$ cat config.mk
export PLATFORM = sky130hd
export DESIGN_NAME = riscv_lsu
export DESIGN_NICKNAME = d
export VERILOG_FILES = /design/src/rtl/lsu_pkg.sv /design/src/rtl/lsu_align.sv /design/src/rtl/riscv_lsu.sv
export SDC_FILE = /design/constraint.sdc
export NUM_CORES = 1
export LEC_CHECK = 0
export BUFFER_PORTS_ARGS = -buffer_cell sky130_fd_sc_hd__buf_2
export CAP_MARGIN = 20
export CORE_MARGIN = 1
export CORE_UTILIZATION = 50
export CTS_CLUSTER_DIAMETER = 150
export DETAILED_ROUTE_END_ITERATION = 8
export PLACE_DENSITY_LB_ADDON = 0.3
export SLEW_MARGIN = 20
export SYNTH_ARGS = -nofsm -noshare
export SYNTH_HDL_FRONTEND = slang
export SYNTH_SLANG_ARGS = --single-unit
export TNS_END_PERCENT = 20
$ cat constraint.sdc
create_clock -name clk -period 1.92 [get_ports clk]
set_input_delay 0.48 -clock clk [delete_from_list [all_inputs] [get_ports clk]]
set_output_delay 0.48 -clock clk [all_outputs]
set_load 0.005 [all_outputs]
$ cat src/rtl/lsu_pkg.sv
// rtl/lsu_pkg.sv - shared types and access-width helpers for the load/store unit
package lsu_pkg;

  typedef enum logic [1:0] {ST_IDLE, ST_BUSY, ST_DONE} lsu_state_e;

  localparam logic [2:0] F3_B  = 3'b000;
  localparam logic [2:0] F3_H  = 3'b001;
  localparam logic [2:0] F3_W  = 3'b010;
  localparam logic [2:0] F3_D  = 3'b011;
  localparam logic [2:0] F3_BU = 3'b100;
  localparam logic [2:0] F3_HU = 3'b101;
  localparam logic [2:0] F3_WU = 3'b110;

  function automatic logic [7:0] be_mask(input logic [2:0] f3);
    case (f3[1:0])
      2'b00:   return 8'h01;
      2'b01:   return 8'h03;
      2'b10:   return 8'h0F;
      default: return 8'hFF;
    endcase
  endfunction

  function automatic logic is_legal(input logic [2:0] f3, input logic wide);
    case (f3)
      F3_B, F3_H, F3_W, F3_BU, F3_HU: return 1'b1;
      F3_D, F3_WU:                    return wide;
      default:                        return 1'b0;
    endcase
  endfunction

endpackage

$ cat src/rtl/lsu_align.sv
// rtl/lsu_align.sv - lane steering, byte enables, load extension and misalign detection
module lsu_align
  import lsu_pkg::*;
#(
  parameter int XLEN = 32
) (
  input  logic [2:0]        funct3_i,
  input  logic [2:0]        addr_lo_i,
  input  logic [XLEN-1:0]   wdata_i,
  output logic [XLEN/8-1:0] be_o,
  output logic [XLEN-1:0]   wdata_o,
  output logic              misalign_o,
  input  logic [2:0]        ld_funct3_i,
  input  logic [2:0]        ld_off_i,
  input  logic [XLEN-1:0]   rdata_i,
  output logic [XLEN-1:0]   ld_data_o
);

  localparam int NB = XLEN / 8;
  localparam logic [2:0] OFF_MASK = 3'(NB - 1);

  logic [2:0]      off;
  logic [2:0]      ld_off;
  logic [3:0]      size_bytes;
  logic [2:0]      size_mask;
  logic [15:0]     be_wide;
  logic [XLEN-1:0] rshift;
  logic [6:0]      nbits;
  logic            sign;

  // Offset within the bus word; higher address bits only select the word.
  assign off        = addr_lo_i & OFF_MASK;
  assign ld_off     = ld_off_i & OFF_MASK;

  assign size_bytes = 4'd1 << funct3_i[1:0];
  assign size_mask  = 3'(size_bytes - 4'd1);
  assign misalign_o = !is_legal(funct3_i, XLEN == 64) || ((addr_lo_i & size_mask) != 3'd0);

  assign be_wide    = {8'h00, be_mask(funct3_i)} << off;
  assign be_o       = be_wide[NB-1:0];
  assign wdata_o    = wdata_i << {off, 3'b000};

  assign rshift     = rdata_i >> {ld_off, 3'b000};

  always_comb begin
    nbits     = 7'd8 << ld_funct3_i[1:0];
    sign      = 1'b0;
    ld_data_o = '0;
    for (int i = 0; i < XLEN; i++) begin
      if (i == int'(nbits) - 1) sign = rshift[i] & ~ld_funct3_i[2];
    end
    for (int i = 0; i < XLEN; i++) begin
      ld_data_o[i] = (i < int'(nbits)) ? rshift[i] : sign;
    end
  end

endmodule

$ cat src/rtl/riscv_lsu.sv
// rtl/riscv_lsu.sv - load/store unit bridging the M stage to a ready-handshaked data bus
module riscv_lsu
  import lsu_pkg::*;
#(
  parameter int XLEN    = 32,
  parameter int ADDR_W  = 32,
  parameter int TIMEOUT = 255
) (
  input  logic              clk,
  input  logic              reset,
  input  logic              memreadM,
  input  logic              memwriteM,
  input  logic [2:0]        funct3M,
  input  logic [XLEN-1:0]   addrM,
  input  logic [XLEN-1:0]   writedataM,
  output logic [XLEN-1:0]   readdataM,
  output logic              stallM,
  output logic              misalignM,
  output logic              buserrM,
  output logic              bus_req,
  output logic              bus_we,
  output logic [ADDR_W-1:0] bus_addr,
  output logic [XLEN/8-1:0] bus_be,
  output logic [XLEN-1:0]   bus_wdata,
  input  logic              bus_ready,
  input  logic [XLEN-1:0]   bus_rdata
);

  localparam int NB    = XLEN / 8;
  localparam int OFF_W = $clog2(NB);
  localparam int CNT_W = $clog2(TIMEOUT + 1);

  lsu_state_e        state_q;
  logic [CNT_W-1:0]  cnt_q;
  logic [XLEN-1:0]   readdata_q;
  logic [XLEN-1:0]   wdata_q;
  logic [ADDR_W-1:0] addr_q;
  logic [NB-1:0]     be_q;
  logic [2:0]        f3_q;
  logic [2:0]        off_q;
  logic              req_q;
  logic              we_q;
  logic              buserr_q;

  logic              access;
  logic              misal;
  logic              start;
  logic [NB-1:0]     be_c;
  logic [XLEN-1:0]   wdata_c;
  logic [XLEN-1:0]   ld_data;
  logic [ADDR_W-1:0] addr_al;

  lsu_align #(.XLEN(XLEN)) u_align (
    .funct3_i    (funct3M),
    .addr_lo_i   (addrM[2:0]),
    .wdata_i     (writedataM),
    .be_o        (be_c),
    .wdata_o     (wdata_c),
    .misalign_o  (misal),
    .ld_funct3_i (f3_q),
    .ld_off_i    (off_q),
    .rdata_i     (bus_rdata),
    .ld_data_o   (ld_data)
  );

  assign access    = memreadM | memwriteM;
  assign misalignM = (state_q == ST_IDLE) && access && misal;
  assign start     = (state_q == ST_IDLE) && access && !misal;
  assign stallM    = start || (state_q == ST_BUSY);
  assign addr_al   = {addrM[ADDR_W-1:OFF_W], {OFF_W{1'b0}}};

  assign readdataM = readdata_q;
  assign buserrM   = buserr_q;
  assign bus_req   = req_q;
  assign bus_we    = we_q;
  assign bus_addr  = addr_q;
  assign bus_be    = be_q;
  assign bus_wdata = wdata_q;

  always_ff @(posedge clk or negedge reset) begin
    if (!reset) begin
      state_q    <= ST_IDLE;
      cnt_q      <= '0;
      readdata_q <= '0;
      wdata_q    <= '0;
      addr_q     <= '0;
      be_q       <= '0;
      f3_q       <= '0;
      off_q      <= '0;
      req_q      <= 1'b0;
      we_q       <= 1'b0;
      buserr_q   <= 1'b0;
    end else begin
      case (state_q)
        ST_IDLE: begin
          if (start) begin
            state_q <= ST_BUSY;
            req_q   <= 1'b1;
            we_q    <= memwriteM;
            addr_q  <= addr_al;
            be_q    <= be_c;
            wdata_q <= wdata_c;
            f3_q    <= funct3M;
            off_q   <= addrM[2:0];
            cnt_q   <= '0;
          end
        end
        ST_BUSY: begin
          if (bus_ready) begin
            state_q <= ST_DONE;
            req_q   <= 1'b0;
            if (!we_q) readdata_q <= ld_data;
          end else if (cnt_q == CNT_W'(TIMEOUT - 1)) begin
            // A store that times out leaves the load result register untouched.
            state_q  <= ST_DONE;
            req_q    <= 1'b0;
            buserr_q <= 1'b1;
            if (!we_q) readdata_q <= '0;
          end else begin
            cnt_q <= cnt_q + CNT_W'(1);
          end
        end
        ST_DONE: begin
          state_q  <= ST_IDLE;
          buserr_q <= 1'b0;
        end
        default: state_q <= ST_IDLE;
      endcase
    end
  end

endmodule

==> results by group, run 1 <==
Run status
  • Status: finished clean

Place
  • Final GP Congestion: 0.920
  • Detailed placement HPWL: around 11000 um
  • Dpl cell area: 6950 sq um
  • Port Buf Inserts: 206

STA
  • Setup TNS: 0 ps
  • Final period util: 0.998
  • Worst slew margin: 0.580
  • Final Max Slew Viols: 0
  • Setup Skew: approximately 4.7 ps
  • Max Fclk: 522 MHz
  • # setup viols final: 0
  • Final hold vios: 0
  • RSZ-0062 raised after global routing: true
  • Worst slew pin tran: 629 ps
  • Post-layout minimum cycle time: 1920 ps
  • Final hold slack: 299 ps

Route
  • Initial drt markers: 339
  • Via count: 4912
  • Total routed wirelength: 14900 um
  • Drt wl/cell: 16.7 um
  • First-pass DRT Iterations: 5
  • Detail Route Antenna Nets: 0
  • Vias per std cell: roughly 5.5
  • Residual DRC: 0

Logic synthesis
  • Synthesis-stage register bit count: around 120
  • Synth Instances: 516
  • Post-synth EDFFs: 0
  • Netlist cell types: between 40 and 50
  • Register area share after synthesis: 0.514
  • Total number of yosys warnings: 0
  • Synth Cell Area: between 5000 and 6000 sq um
  • Mean Syn Cell Area: 10.9 sq um
  • Synth Flop Type: dfrtp_1
  • Asr flop ratio synth: 1.00

Setup path
  • Startpoint types: flop
  • Arr. time, crit path: 1440 ps
  • Critical path endpoint category: primary output
  • FF-to-FF path depth: 5
  • Worst-path fanout max: 7
  • Crit Path Category: flop to primary output
  • Worst EP required: around 1400 ps

Finish
  • Most common cell after layout, fill and taps aside: buf_2
  • Number of fillers in the final layout: 825
  • Final Instance Area: 7630 sq um
  • Reg area: 2900 sq um
  • Synth-to-Final Area Change: 35.1%
  • Share of layout cells above drive strength 1: 0.439
  • Final nets: 843
  • Most frequent cells in the layout: buf_2 (203), dfrtp_1 (116), nand2_1 (66)
  • Multi-input gate area: 2570 sq um

Clocking
  • Max clock buf depth: 2
  • CTS sink count: 116
  • H-tree depth: 4
  • CTS clk-pin slew, worst paths: 50 ps
  • CTS Buf Count: 17
  • Postcts setup bufs: 0
  • Root Driver: clkbuf_16
  • Clock Latency Late Sink: 410 ps
  • CTS tree: built

Die
  • Core Footprint: roughly 11000 sq um
  • I/O pin cnt: 209
  • Row count: 38
  • Die Ht: 108 um
  • Initial Util: 0.517
  • Die area: between 10000 and 15000 sq um
  • DIE WIDTH: between 100 and 150 um

Pwr
  • Pwr/cell area: 1380 nW/um^2
  • Comb power frac: 0.315
  • Clock Power Share: 0.316
  • Internal power: 7290 uW
  • Psw: 3210 uW
  • VDD IR max: 0.827 mV
  • P_leak: 0.00384 uW
  • Sw Ratio: 0.306
  • Share of power burned in registers: 0.368

Min path
  • Hold WC Path Type: primary input to flop
  • Hold Path Depth: 2

Global route
  • Global route overflow: 0
  • Antenna violations before repair: 0
  • Maximum number of pins on one net before global-route repair: 47
  • Overall Global Routing Usage: 0.267
  • First-pass GRT wire length: between 20000 and 25000 um
  • Vias in the first global route: 4855

Job
  • MaxCap Viol Count: 0
## registers in the layout, summed over array words and instances, names as in the netlist
| name | count |
|---|---|
| bus_wdata | 32 |
| readdataM | 32 |
| bus_addr | 30 |
| cnt_q | 8 |
| bus_be | 4 |
| f3_q | 3 |
| off_q | 2 |
| state_q | 2 |
| bus_req | 1 |
| bus_we | 1 |
| buserrM | 1 |
## cell families (layout without fill, tap and decap cells)
| logic type | after synthesis | in the layout | synth area share |
|---|---|---|---|
| other | 1 | 3 | 0.000664 |
| AND/OR/NAND/NOR | 138 | 138 | 0.127 |
| multiplexers | 80 | 80 | 0.152 |
| XOR/XNOR | 2 | 2 | 0.00310 |
| adder cells (fa/ha/maj) | 2 | 2 | 0.00443 |
| AO/OA/AOI/OAI | 135 | 135 | 0.160 |
| buffers and inverters | 42 | 275 | 0.0388 |
| flip-flops | 116 | 116 | 0.514 |
## Yosys cell counts (2+ instances only)
library cell  instances  share of area
or2_2                 2         0.0022
o21ai_0              40          0.035
o21ai_1               2         0.0018
nor2b_1              19          0.021
a211o_1               7          0.011
mux2_1                3         0.0060
buf_2                16          0.014
or4_1                 2         0.0027
nor2_1               21          0.014
a211oi_1              8          0.011
nor4_4                2         0.0075
nand3_1               6         0.0053
buf_6                 3         0.0060
buf_4                 5         0.0066
xor2_1                2         0.0031
clkbuf_1             14         0.0093
ha_1                  2         0.0044
a221oi_2              2         0.0053
a21oi_1              28          0.025
dfrtp_1             116           0.51
or3_1                 2         0.0022
nand2_1              67          0.045
inv_1                 3         0.0020
a22o_1               24          0.037
mux2_2               45          0.090
a21o_1                9          0.012
and4_1                8          0.012
mux2i_1              32          0.057
o31ai_1              11          0.015
## power groups by stage
stage	clock [uW]	combinational (uW)	sequential, uW
3_5_place_dp	0	3280	3900
3_3_place_gp	0	3190	3860
2_1_floorplan	0	1750	3880
4_1_cts	3380	3330	3870
6_report	3320	3310	3870
5_1_grt	3490	3670	3970
## metal layers
metal / wire length, um / global-route usage / vias up / part of all wire
met5: 0 / 0 / - / 0
met4: 374 / 0.122 / 0 / 0.025
met3: 1220 / 0.0802 / 32 / 0.082
met2: 7290 / 0.443 / 219 / 0.49
met1: 6010 / 0.320 / 2360 / 0.40
li1: - / - / 2301 / -
## path summary, 6_finish.rpt
check / slack [ps] / start / end
max: 3 / state_q[1] / stallM
min: 300 / addrM[2] / bus_addr[2]
max reg2reg: 80 / off_q[0] / readdataM[11]
min reg2reg: 470 / readdataM[2] / readdataM[2]
max in group asynchronous: 800 / reset / bus_addr[2]
min in group asynchronous: 540 / reset / bus_addr[31]
## layout make-up
class                           instances  area share
Clock buffer                           22      0.0621
Sequential cell                       116       0.380
Tap cell                              140      0.0229
Timing Repair Buffer                  240       0.177
Clock inverter                         10      0.0200
Antenna cell                            1    0.000328
Multi-Input combinational cell        359       0.336
Inverter                                3     0.00147
## stage by stage
step / power [uW] / setup WS, ps / utilization / instances
2_1_floorplan: 5630 / 64.2 / - / 517
5_1_grt: 11100 / -53.2 / 0.698 / 890
6_report: 10500 / 3.45 / 0.698 / 891
3_5_place_dp: 7180 / -72.1 / 0.636 / 857
4_1_cts: 10600 / -14.2 / 0.697 / 890
3_3_place_gp: 7040 / -12.3 / 0.636 / 857
## worst max-delay path, stage by stage (launching register included)
cell and delay [ps]:
dfrtp_1 410, buf_6 160, or2b_1 250, nand2_2 110, buf_6 100
## what timing repair did
item,4_1_cts,5_1_grt
hold endpoints to repair,25,0
hold buffers,1,0
gates resized for setup,7,3
endpoints found under the setup margin,18,3
No activity file was read; power rests on OpenSTA's default activity.
==> run 2: changes to the inputs <==
--- a/config.mk
+++ b/config.mk
@@ -12,8 +12,10 @@
 export CTS_CLUSTER_DIAMETER = 150
 export DETAILED_ROUTE_END_ITERATION = 8
 export PLACE_DENSITY_LB_ADDON = 0.3
+export RECOVER_POWER = 25
 export SLEW_MARGIN = 20
 export SYNTH_ARGS = -nofsm -noshare
 export SYNTH_HDL_FRONTEND = slang
+export SYNTH_HIERARCHICAL = 1
 export SYNTH_SLANG_ARGS = --single-unit
 export TNS_END_PERCENT = 20
==> run 2 against run 1 <==
- area after synthesis grew 5.4%
- clock power shrank 11%
- the flow now finishes with violations (DRC, setup timing)
- sequential share of layout area shrank 0.69 points
- sequential power grew 1%
- critical path depth grew 2
- non-clock buffer count shrank 4
- sequential cell count is the same
- fmax shrank 15%
- power grew 2.9%
- combinational power grew 19%
- design area grew 1.8%
==> results by group, run 2 <==
Run status
  • Status: finished, violations left
  • Failing checks: DRC, setup timing

Setup path
  • Critical path endpoint category: primary output
  • Startpoint types: primary input
  • Slowest stage cell, crit path: or4_4
  • Arr. time, crit path: 1770 ps
  • Worst-path fanout max: 2
  • Slowest stage delay, CP: 500 ps
  • Worst EP required: 1440 ps
  • Crit path max-delay family: compound AO/OA/AOI/OAI gates
  • Cell-by-cell trace of the critical path: buf_6 -> o31a_1 -> o22a_2 -> or4_4 -> o21ai_2 -> buf_2
  • Crit Path Category: primary input to primary output
  • Buffers & Inverters on Critical Path: 2

Clocking
  • CTS sink count: between 100 and 150
  • Clock Latency Late Sink: 400 ps
  • Root Driver: clkbuf_16
  • CTS clk-pin slew, worst paths: 60 ps
  • CTS tree: built
  • H-tree depth: 4
  • CTS Buf Count: 17
  • Max clock buf depth: 2

Route
  • Residual DRC: 28
  • First-pass DRT Iterations: 7
  • Initial drt markers: 457
  • Vias per std cell: 5.42
  • Via count: between 5000 and 6000
  • Detail Route Antenna Nets: 0
  • Total routed wirelength: around 16000 um
  • Drt wl/cell: 15.8 um

Logic synthesis
  • Post-synth EDFFs: 0
  • Post-synth top cells: nand2_1 (253), dfrtp_1 (116), a22o_1 (32), mux2i_1 (31), a21oi_1 (27)
  • Synth Instances: 660
  • Count leader, synth: nand2_1
  • Total number of yosys warnings: 6
  • Register area share after synthesis: 0.488
  • Netlist cell types: 47
  • Synth Cell Area: between 5000 and 6000 sq um
  • Synth area leaders: dfrtp_1 (49%), nand2_1 (16%), mux2i_1 (5.2%)
  • Mean Syn Cell Area: between 9 and 10 sq um
  • Synthesis-stage register bit count: 116
  • Yosys top cell area share: 0.488
  • Synth Flop Type: dfrtp_1
  • Asr flop ratio synth: 1.00
  • Cell accounting for the most synthesized area: dfrtp_1

Pwr
  • P_leak: between 0.004 and 0.005 uW
  • Sw Ratio: 0.348
  • Pwr/cell area: 1390 nW/um^2
  • Psw: 3760 uW
  • VDD IR max: ~0.7 mV
  • Clock Power Share: 0.273
  • Internal power: between 7000 and 8000 uW
  • Comb power frac: 0.364
  • Share of power burned in registers: 0.363

STA
  • Post-layout minimum cycle time: roughly 2200 ps
  • Final period util: 1.17
  • RSZ-0062 raised after global routing: true
  • Setup TNS: -510 ps
  • # setup viols final: 2
  • Worst setup slack after layout: -327 ps
  • Setup Skew: 8.84 ps
  • Worst slew margin: 0.365
  • Final hold vios: 0
  • Max Fclk: 445 MHz
  • Worst slew pin tran: 953 ps
  • Final Max Slew Viols: 0

Finish
  • Final core occ: 0.675
  • Final nets: between 900 and 1000
  • # diodes: 0
  • Most common cell after layout, fill and taps aside: nand2_1
  • Share of layout cells above drive strength 1: 0.345
  • Synth-to-Final Area Change: 30.6%
  • Most frequent cells in the layout: nand2_1 (252), buf_2 (203), dfrtp_1 (116)
  • Fin cells: a little over 1000

Global route
  • First-pass GRT wire length: 26800 um
  • Vias in the first global route: 5361
  • Maximum number of pins on one net before global-route repair: 60
  • Overall Global Routing Usage: 0.273
  • Global route overflow: 0
  • Antenna violations before repair: 0

Die
  • I/O pin cnt: 209
  • Core Footprint: roughly 12000 sq um
  • Die Ht: 111 um
  • Row count: 39
  • Initial Util: 0.517
  • Die area: around 12000 sq um
  • DIE WIDTH: between 100 and 150 um

Job
  • MaxCap Viol Count: 0

Place
  • Final GP Congestion: 0.939
  • Worst slack at placement: -675 ps
  • Detailed placement HPWL: 11400 um
  • Placed insts: 987
  • Port Buf Inserts: 206

Min path
  • Hold WC Path Type: primary input to flop
## run 2: layout make-up
class                      instances  area, sq um
tap                              143          179
fill                             967         3740
clock inverter                    13          110
timing repair buffer             236         1340
inverter                           3         11.3
clock buffer                      19          453
sequential                       116         2900
multi-input combinational        493         2780
## run 2: power by group through the flow
stage               logic, uW  registers (uW)  clock network [uW]
floorplan                2290            3930                   0
CTS                      3940            3930                3000
detailed placement       3920            3930                   0
finish                   3930            3920                2950
global route             4360            4040                3110
global placement         3820            3910                   0
## run 2: worst paths after layout
path	slack (ps)	startpoint	cells past startpoint	end
setup / recovery	-330	addrM[1]	6	stallM
hold / removal	260	addrM[19]	3	bus_addr[19]
setup reg to reg	80	off_q[0]	5	readdataM[3]
hold reg to reg	460	bus_wdata[12]	2	bus_wdata[12]
max in group asynchronous	240	reset	3	bus_we
min in group asynchronous	760	reset	2	bus_addr[29]
## run 2: what timing repair did
item	4_1_cts	5_1_grt
endpoints found under the setup margin	83	41
setup buffers	2	1
resized for setup	6	3
pin swaps	3	1
hold endpoints to repair	15	0
hold buffers	1	0
## run 2: kinds of logic (layout without fill, tap and decap cells)
kind of cell | count (synthesis) | in the layout | synth area share
multiplexers | 41 | 41 | 0.0723
flip-flops | 116 | 116 | 0.488
buffers and inverters | 52 | 271 | 0.0494
adder cells (fa/ha/maj) | 2 | 2 | 0.00420
AND/OR/NAND/NOR | 327 | 327 | 0.232
AO/OA/AOI/OAI | 121 | 121 | 0.153
other | 1 | 2 | 0.000630
## run 2: layer usage
layer / track usage / vias to the layer above / part of all wire
met5: 0 / - / 0
met4: 0.0937 / 0 / 0.013
met3: 0.0656 / 17 / 0.069
met2: 0.444 / 235 / 0.48
met1: 0.358 / 2657 / 0.44
li1: - / 2639 / -
## run 2: tightest hold or removal path, stage by stage
cell and delay [ps]:
buf_2 70, nand2_1 40, nand2_1 50
## run 2: stage by stage
step / total power, uW / area [sq um] / hold WS [ps]
after global routing: 11500 / 7770 / 254
final: 10800 / 7770 / 265
after detailed placement: 7850 / 7170 / 367
after floorplan: 6220 / 5990 / 184
after CTS: 10900 / 7780 / 256
after global placement: 7740 / 7170 / 364
